### src/rtl/mont_reduce.sv
// Montgomery reduction of a signed 2*WIDTH product: out = a * 2^-WIDTH mod Q, normalised to [0, Q).
// Latency: 3 cycles from acceptance to out_valid (S1 t, S2 subtract, S3 normalise); 1 result/cycle.
// Backpressure: one global advance; out_valid && !out_ready freezes every stage and drops in_ready.
module mont_reduce #(
  parameter int WIDTH = 16,
  parameter int Q     = 3329,
  parameter int QINV  = 62209,
  parameter int OUT_W = 12
) (
  input  logic               clk,
  input  logic               rst,
  input  logic               in_valid,
  output logic               in_ready,
  input  logic [2*WIDTH-1:0] in_data,
  output logic               out_valid,
  input  logic               out_ready,
  output logic [OUT_W-1:0]   out_data,
  output logic               range_err
);

  localparam int PW = 2 * WIDTH;

  // QINV is Q^-1 mod 2^WIDTH, so a - t*Q clears the low WIDTH bits of the product.
  localparam logic [WIDTH-1:0]      QINV_W = WIDTH'(QINV);
  localparam logic signed [PW-1:0]  Q_P    = PW'(Q);
  localparam logic [OUT_W-1:0]      Q_O    = OUT_W'(Q);

  // Legal magnitude bound |a| < Q * 2^(WIDTH-1) keeps r = u >> WIDTH inside (-Q, Q).
  localparam logic signed [PW-1:0]  LIM    = PW'(Q * (2 ** (WIDTH - 1)));
  localparam logic signed [PW-1:0]  NLIM   = -LIM;

  // Single advance for the whole pipe: S3 empty or being drained.
  logic adv;
  logic accept;

  // Stage registers
  logic                    v1, v2, v3;
  logic signed [PW-1:0]    s1_a;
  logic signed [WIDTH-1:0] s1_t;
  logic signed [WIDTH-1:0] s2_r;
  logic [OUT_W-1:0]        s3_dat;

  // Next-stage values
  logic [WIDTH-1:0]        t_nxt;
  logic signed [PW-1:0]    t_ext;
  logic signed [PW-1:0]    u_nxt;
  logic [OUT_W-1:0]        r_lo;
  logic [OUT_W-1:0]        res_nxt;
  logic signed [PW-1:0]    a_s;
  logic                    oor;

  // Low bits of u are zero by construction; upper sign-extension bits of r are redundant.
  logic unused_bits;

  assign adv       = ~v3 | out_ready;
  assign in_ready  = adv;
  assign accept    = in_valid & adv;
  assign out_valid = v3;
  assign out_data  = s3_dat;

  // Datapath arithmetic for each stage boundary and the input range check.
  always_comb begin
    t_nxt   = '0;
    t_ext   = '0;
    u_nxt   = '0;
    r_lo    = '0;
    res_nxt = '0;
    a_s     = '0;
    oor     = 1'b0;

    // t = low WIDTH bits of a * QINV, read later as signed.
    t_nxt   = in_data[WIDTH-1:0] * QINV_W;

    // u = a - t*Q in full-width signed arithmetic.
    t_ext   = {{WIDTH{s1_t[WIDTH-1]}}, s1_t};
    u_nxt   = s1_a - (t_ext * Q_P);

    // r in (-Q, Q): fold negatives by adding Q; modulo 2^OUT_W arithmetic is exact here.
    r_lo    = s2_r[OUT_W-1:0];
    res_nxt = s2_r[WIDTH-1] ? (r_lo + Q_O) : r_lo;

    a_s     = $signed(in_data);
    oor     = (a_s >= LIM) || (a_s <= NLIM);
  end

  assign unused_bits = ^{u_nxt[WIDTH-1:0], s2_r[WIDTH-2:OUT_W]};

  // Pipeline registers: everything moves together on adv, holds otherwise.
  always_ff @(posedge clk) begin
    if (rst) begin
      v1     <= 1'b0;
      v2     <= 1'b0;
      v3     <= 1'b0;
      s1_a   <= '0;
      s1_t   <= '0;
      s2_r   <= '0;
      s3_dat <= '0;
    end else if (adv) begin
      v1     <= accept;
      s1_a   <= a_s;
      s1_t   <= t_nxt;
      v2     <= v1;
      s2_r   <= u_nxt[PW-1:WIDTH];
      v3     <= v2;
      s3_dat <= res_nxt;
    end
  end

  // Sticky out-of-range flag; the offending item still flows through.
  always_ff @(posedge clk) begin
    if (rst) begin
      range_err <= 1'b0;
    end else if (accept && oor) begin
      range_err <= 1'b1;
    end
  end

endmodule

### config.mk
export PLATFORM = sky130hd
export DESIGN_NAME = mont_reduce
export DESIGN_NICKNAME = d
export VERILOG_FILES = /design/src/rtl/mont_reduce.sv
export SDC_FILE = /design/constraint.sdc
export NUM_CORES = 1
export LEC_CHECK = 0
export ABC_AREA = 1
export BUFFER_PORTS_ARGS = -buffer_cell sky130_fd_sc_hd__buf_4
export CORE_MARGIN = 8
export CORE_UTILIZATION = 25
export CTS_BUF_LIST = sky130_fd_sc_hd__clkbuf_4
export DETAILED_ROUTE_END_ITERATION = 16
export PLACE_DENSITY_LB_ADDON = 0.1
export SETUP_SLACK_MARGIN = 0.4
export SLEW_MARGIN = 20
export SYNTH_ARGS = -nofsm -noshare
export SYNTH_HDL_FRONTEND = slang
export SYNTH_SLANG_ARGS = --single-unit
export TNS_END_PERCENT = 50
### constraint.sdc
create_clock -name clk -period 5.15 [get_ports clk]
set_input_delay 0.515 -clock clk [delete_from_list [all_inputs] [get_ports clk]]
set_output_delay 0.515 -clock clk [all_outputs]
set_load 0.02 [all_outputs]
==> flow_metrics.env, run 1 <==
export IMPL_status="finished, final reports clean"
export IMPL_drt_initial_drc_count=226
export IMPL_num_io_pins=51
export IMPL_timing_fmax_ghz=0.222
export IMPL_dp_hpwl_mm=18.0
export IMPL_period_minus_slack_ns=4.51
export IMPL_rsz0062_at_grt="yes"
export IMPL_rows=66
export IMPL_synthTopCellsByCount="inv_1, nand2_1, ha_1"
export IMPL_ys_ff_latch=69
export IMPL_synthArstFlopShare_pct=0
export IMPL_synthCells=1121
export IMPL_synth_yosys_seq_area_share_pct=17.0
export IMPL_finalMaxSlewViolations=0
export IMPL_vias=6592
export IMPL_criticalPathCategory="register to register"
export IMPL_die_w_um=196
export IMPL_die_area_um2=38600
export IMPL_clock_sinks=69
export IMPL_clock_latency_ns=0.45
export IMPL_max_cap_violations=0
export IMPL_end_kind="register"
export IMPL_cp_required_ns=5.52
export IMPL_clockBufferDepth=2
export IMPL_ys_types=33
export IMPL_path_max_fanout=10
export IMPL_arrival_ns=4.88
export IMPL_synth_fp_nets=1369
export IMPL_fin_crit_sh_pct=87.5
export IMPL_synth_area_leaders="ha_1, dfxtp_1, fa_1, inv_1, nand2_1"
export IMPL_placed_cell_area_um2=9030
export IMPL_skew_ns=0.0223
export IMPL_syn_avg_cell_area_um2=7.26
export IMPL_port_buffers=50
export IMPL_wire_per_inst_um=13.2
export IMPL_grt_pass1_vias=6990
export IMPL_critPathLaunchType="register"
export IMPL_synth_edf_count=0
export IMPL_ant_nets=0
export IMPL_die_h_um=196
export IMPL_gp_congestion=0.845
export IMPL_routed_wl_mm=21.2
export IMPL_drc=0
export IMPL_setup_tns_ns=0
export IMPL_clk_pin_slew_ns=0.15
export IMPL_cts_max_level=3
export IMPL_yosysTopAreaCell="ha_1"
export IMPL_fillers=3636
export IMPL_netlist_area_um2=8140
export IMPL_hold_path_class="input pin to register"
export IMPL_timing_slew_headroom_pct=44.5
export IMPL_root_buffer="clkbuf_4"
export IMPL_fin_area_um2=9220
export IMPL_track_usage_pct=11.8
export IMPL_drive_gt1_share_pct=9.40
export IMPL_start_util_pct=25.2
export IMPL_ys_warnings_count=0
export IMPL_grt_pass1_wl_mm=36.3
export IMPL_synth_most_common_cell="inv_1"
export IMPL_grt_ovfl_total=0
export IMPL_grt_max_degree=67
export IMPL_antenna_found_initial=1
export IMPL_coreArea_um2=32300
export IMPL_tightest_slew_ns=0.831
export IMPL_via_per_inst=4.09
export IMPL_cts_tree="yes"
export IMPL_firstDrtPassIters=5
export IMPL_final_nets=1413
export IMPL_area_growth_pct=13.3
export IMPL_yosysTopAreaCellShare_pct=23.8
export IMPL_setup_viol=0
export IMPL_synth_flop_cell="dfxtp_1"
export IMPL_hold_violations=0
export IMPL_postCtsSetupBuffers=0
export IMPL_cts_buffers=9
==> area by class of cell <==
cell class              instances  area [um2]  share of cell area [%]
multi-input cells             739        5610                    60.9
flip-flops and latches         69        1400                    15.2
inverters                     290        1090                    11.8
well taps                     442         553                    6.00
repair buffers                 56         420                    4.56
clock inverters                 7        80.1                   0.868
clock buffers                   9        67.6                   0.733
diodes                          1        2.50                  0.0271
==> routing by layer <==
metal / global-route usage, % / wire length (um) / part of all wire (%) / vias up
met5: 0 / 0 / 0 / -
met4: 2.70 / 250 / 1.2 / 0
met3: 1.60 / 446 / 2.1 / 16
met2: 19.6 / 9700 / 46 / 63
met1: 16.0 / 10800 / 51 / 2948
li1: - / - / - / 3565
==> metrics by stage <==
stage          std cells  setup slack, ns  hold WS (ns)  utilization [%]
2_1_floorplan       1121            0.620         0.430                -
3_3_place_gp        1596            0.252         0.444             28.0
3_5_place_dp        1596            0.284         0.454             28.0
4_1_cts             1612            0.407         0.160             28.4
5_1_grt             1613            0.398         0.168             28.6
6_report            1613            0.645         0.228             28.6
==> critical path: stages, from the launching register on <==
cell,delay [ns]
dfxtp_1,0.32
buf_4,0.17
ha_1,0.30
ha_1,0.27
inv_1,0.05
fa_1,0.50
fa_1,0.54
inv_1,0.04
ha_1,0.31
fa_1,0.53
inv_1,0.04
ha_1,0.34
nand2_1,0.16
nor3_2,0.31
nand2_1,0.09
nand3_1,0.11
nand2_1,0.10
nand3_1,0.09
nand2_1,0.05
nor2_1,0.09
nor2_1,0.04
==> worst paths after layout <==
kind / endpoint / startpoint / slack [ns] / cells after the start
max: s2_r[15]$_SDFFE_PP0N_ / s1_a[3]$_SDFFE_PP0N_ / 0.64 / 20
min: out_valid$_SDFFE_PP0N_ / rst / 0.23 / 2
max reg2reg: s2_r[15]$_SDFFE_PP0N_ / s1_a[3]$_SDFFE_PP0N_ / 0.64 / 20
min reg2reg: out_valid$_SDFFE_PP0N_ / v2$_SDFFE_PP0N_ / 0.47 / 2
==> state kept, by name, summed over array words and instances, names as in the netlist <==
signal and cells:
s1_a 32, v1 1, out_data 12, range_err 1, s1_t 8, out_valid 1, s2_r 13, v2 1
==> cell families (layout without fill, tap and decap cells) <==
| family | count (synthesis) | count (layout) | share of synthesized area, % |
|---|---|---|---|
| AO/OA/AOI/OAI | 151 | 151 | 9.84 |
| adder cells (fa/ha/maj) | 212 | 212 | 37.8 |
| AND/OR/NAND/NOR | 353 | 353 | 18.4 |
| other | 0 | 1 | 0 |
| multiplexers | 1 | 1 | 0.138 |
| XOR/XNOR | 22 | 22 | 2.37 |
| flip-flops | 69 | 69 | 17.0 |
| buffers and inverters | 313 | 362 | 14.5 |
==> cell usage in the layout (no fill, tap or decap), drive strengths merged, types with 9 or more instances in the layout <==
master    n
xnor2    11
ha      155
buf      56
nand2   192
nand4    16
a21oi    64
inv     292
xor2     11
o21ai    70
fa       57
nor2     76
nand3    50
clkbuf    9
nor3     11
dfxtp    69
o21bai    9
==> repair_timing <==
| item | in CTS | in global routing |
|---|---|---|
| endpoints found under the setup margin | 3 | 13 |
| cloned | 0 | 0 |
| endpoints found under the hold margin | 0 | 0 |
| gates resized for setup | 1 | 17 |
| hold buffers | 0 | 0 |
Power of run 1 is left out: the tool's default activity adds up to more than one toggle a clock period on the data nets, which glitch-free logic cannot reach.
==> inputs of run 2 (changes only) <==
--- a/config.mk
+++ b/config.mk
@@ -12,6 +12,7 @@
 export CTS_BUF_LIST = sky130_fd_sc_hd__clkbuf_4
 export DETAILED_ROUTE_END_ITERATION = 16
 export PLACE_DENSITY_LB_ADDON = 0.1
+export RECOVER_POWER = 100
 export SETUP_SLACK_MARGIN = 0.4
 export SLEW_MARGIN = 20
 export SYNTH_ARGS = -nofsm -noshare
==> flow_metrics.env, run 2 (synthesized netlist as in run 1, its figures left out) <==
export IMPL_setup_viol=0
export IMPL_grt_ovfl_total=0
export IMPL_fin_crit_sh_pct=88.5
export IMPL_dp_slack_ns=0.284
export IMPL_setup_tns_ns=0
export IMPL_top_register="s1_a"
export IMPL_vias=6602
export IMPL_end_kind="register"
export IMPL_die_w_um=196
export IMPL_coreArea_um2=32300
export IMPL_die_area_um2=38600
export IMPL_status="finished with violations"
export IMPL_crit_family="adder cells"
export IMPL_antenna_found_initial=1
export IMPL_r2r_cells=19
export IMPL_holdPathEnd="out_valid$_SDFFE_PP0N_"
export IMPL_final_nets=1413
export IMPL_drc=0
export IMPL_r2r_end="s2_r[1]$_SDFFE_PP0N_"
export IMPL_violations="capacitance limit, slew limit"
export IMPL_finalMaxSlewViolations=111
export IMPL_timing_slew_headroom_pct=-63.0
export IMPL_path_max_fanout=10
export IMPL_clock_sinks=69
export IMPL_cts_max_level=3
export IMPL_start_util_pct=25.2
export IMPL_wire_per_inst_um=13.2
export IMPL_track_usage_pct=11.8
export IMPL_criticalPathCategory="register to register"
export IMPL_cts_tree="yes"
export IMPL_die_h_um=196
export IMPL_crit_path_top_delay_cell="fa_1"
export IMPL_dp_hpwl_mm=18.0
export IMPL_ant_nets=0
export IMPL_crit_chain="buf_4 -> ha_1 -> ha_1 -> inv_1 -> fa_1 -> fa_1 -> inv_1 -> ha_1 -> fa_1 -> inv_1 -> ha_1 -> nand2_1 -> nor2_1 -> nand2_1 -> o21bai_1 -> nand4_1 -> nand3_1 -> nand3_1 -> inv_1"
export IMPL_cp_required_ns=5.53
export IMPL_clock_latency_ns=0.45
export IMPL_firstDrtPassIters=5
export IMPL_rows=66
export IMPL_arrival_ns=4.93
export IMPL_max_cap_violations=2
export IMPL_holdPathStages=2
export IMPL_finalWorstSetupSlack_ns=0.594
export IMPL_rsz0062_at_grt="yes"
export IMPL_port_buffers=50
export IMPL_r2r_start="s1_a[3]$_SDFFE_PP0N_"
export IMPL_via_per_inst=4.09
export IMPL_layout_commonest_cell="inv_1"
export IMPL_drive_gt1_share_pct=7.44
export IMPL_mostFrequentLayoutCells="inv_1, nand2_1, ha_1"
export IMPL_hold_slack_ns=0.228
export IMPL_cpPeakStageDelay_ns=0.54
export IMPL_clockBufferDepth=2
export IMPL_grt_pass1_wl_mm=36.3
export IMPL_routed_wl_mm=21.3
export IMPL_hold_buffers=0
export IMPL_area_growth_pct=12.2
export IMPL_gp_congestion=0.845
export IMPL_hold_violations=0
export IMPL_hold_path_class="input pin to register"
export IMPL_period_minus_slack_ns=4.56
export IMPL_num_io_pins=51
export IMPL_grt_pass1_vias=6990
export IMPL_skew_ns=0.0226
export IMPL_root_buffer="clkbuf_4"
export IMPL_crit_buf_inv=5
export IMPL_largest_reg_flops=32
export IMPL_timing_fmax_ghz=0.219
export IMPL_clk_pin_slew_ns=0.15
export IMPL_ff2ff_setup_slack_ns=0.59
export IMPL_min_from="rst"
export IMPL_post_route_util_pct=28.3
export IMPL_tightest_slew_ns=2.44
export IMPL_grt_max_degree=67
export IMPL_cts_buffers=9
export IMPL_drt_initial_drc_count=233
export IMPL_critPathLaunchType="register"
==> run 2: stage by stage <==
step	area, um2	std cells
after CTS	9180	1612
after floorplan	8140	1121
after global placement	9030	1596
after global routing	9140	1613
after detailed placement	9030	1596
final	9140	1613
==> run 2: metal layers <==
metal | wire length (um) | share of wire (%) | track usage (%) | vias up
met5 | 0 | 0 | 0 | -
met4 | 244 | 1.1 | 2.70 | 0
met3 | 471 | 2.2 | 1.60 | 16
met2 | 9690 | 46 | 19.6 | 64
met1 | 10900 | 51 | 16.0 | 2957
li1 | - | - | - | 3565
==> run 2: layout make-up <==
cell class,instances,area (um2)
diodes,1,2.50
repair buffers,56,353
multi-input cells,739,5600
clock inverters,7,80.1
fillers,3659,23200
inverters,290,1090
clock buffers,9,67.6
well taps,442,553
flip-flops and latches,69,1400
==> run 2: worst max-delay path by stage <==
stage / from / to / cells past startpoint
after floorplan: s1_t[15]$_SDFFE_PP0N_ / s2_r[15]$_SDFFE_PP0N_ / 20
after global placement: s1_a[1]$_SDFFE_PP0N_ / s2_r[3]$_SDFFE_PP0N_ / 21
after detailed placement: s1_a[1]$_SDFFE_PP0N_ / s2_r[3]$_SDFFE_PP0N_ / 21
after CTS: s1_a[1]$_SDFFE_PP0N_ / s2_r[3]$_SDFFE_PP0N_ / 21
after global routing: s1_a[3]$_SDFFE_PP0N_ / s2_r[9]$_SDFFE_PP0N_ / 20
final: s1_a[3]$_SDFFE_PP0N_ / s2_r[1]$_SDFFE_PP0N_ / 19
==> run 2: worst reg2reg max path, stage by stage (launching register included) <==
cell      delay, ns
dfxtp_1        0.32
buf_4          0.17
ha_1           0.30
ha_1           0.27
inv_1          0.05
fa_1           0.50
fa_1           0.54
inv_1          0.04
ha_1           0.31
fa_1           0.53
inv_1          0.04
ha_1           0.34
nand2_1        0.13
nor2_1         0.22
nand2_1        0.14
o21bai_1       0.20
nand4_1        0.09
nand3_1        0.13
nand3_1        0.13
inv_1          0.04
==> run 2: what timing repair did <==
action	4_1_cts	5_1_grt
endpoints found under the setup margin	3	13
resized for setup	1	17
pin swaps	0	0
setup buffers	0	0
Power of run 2 is left out for the same reason.
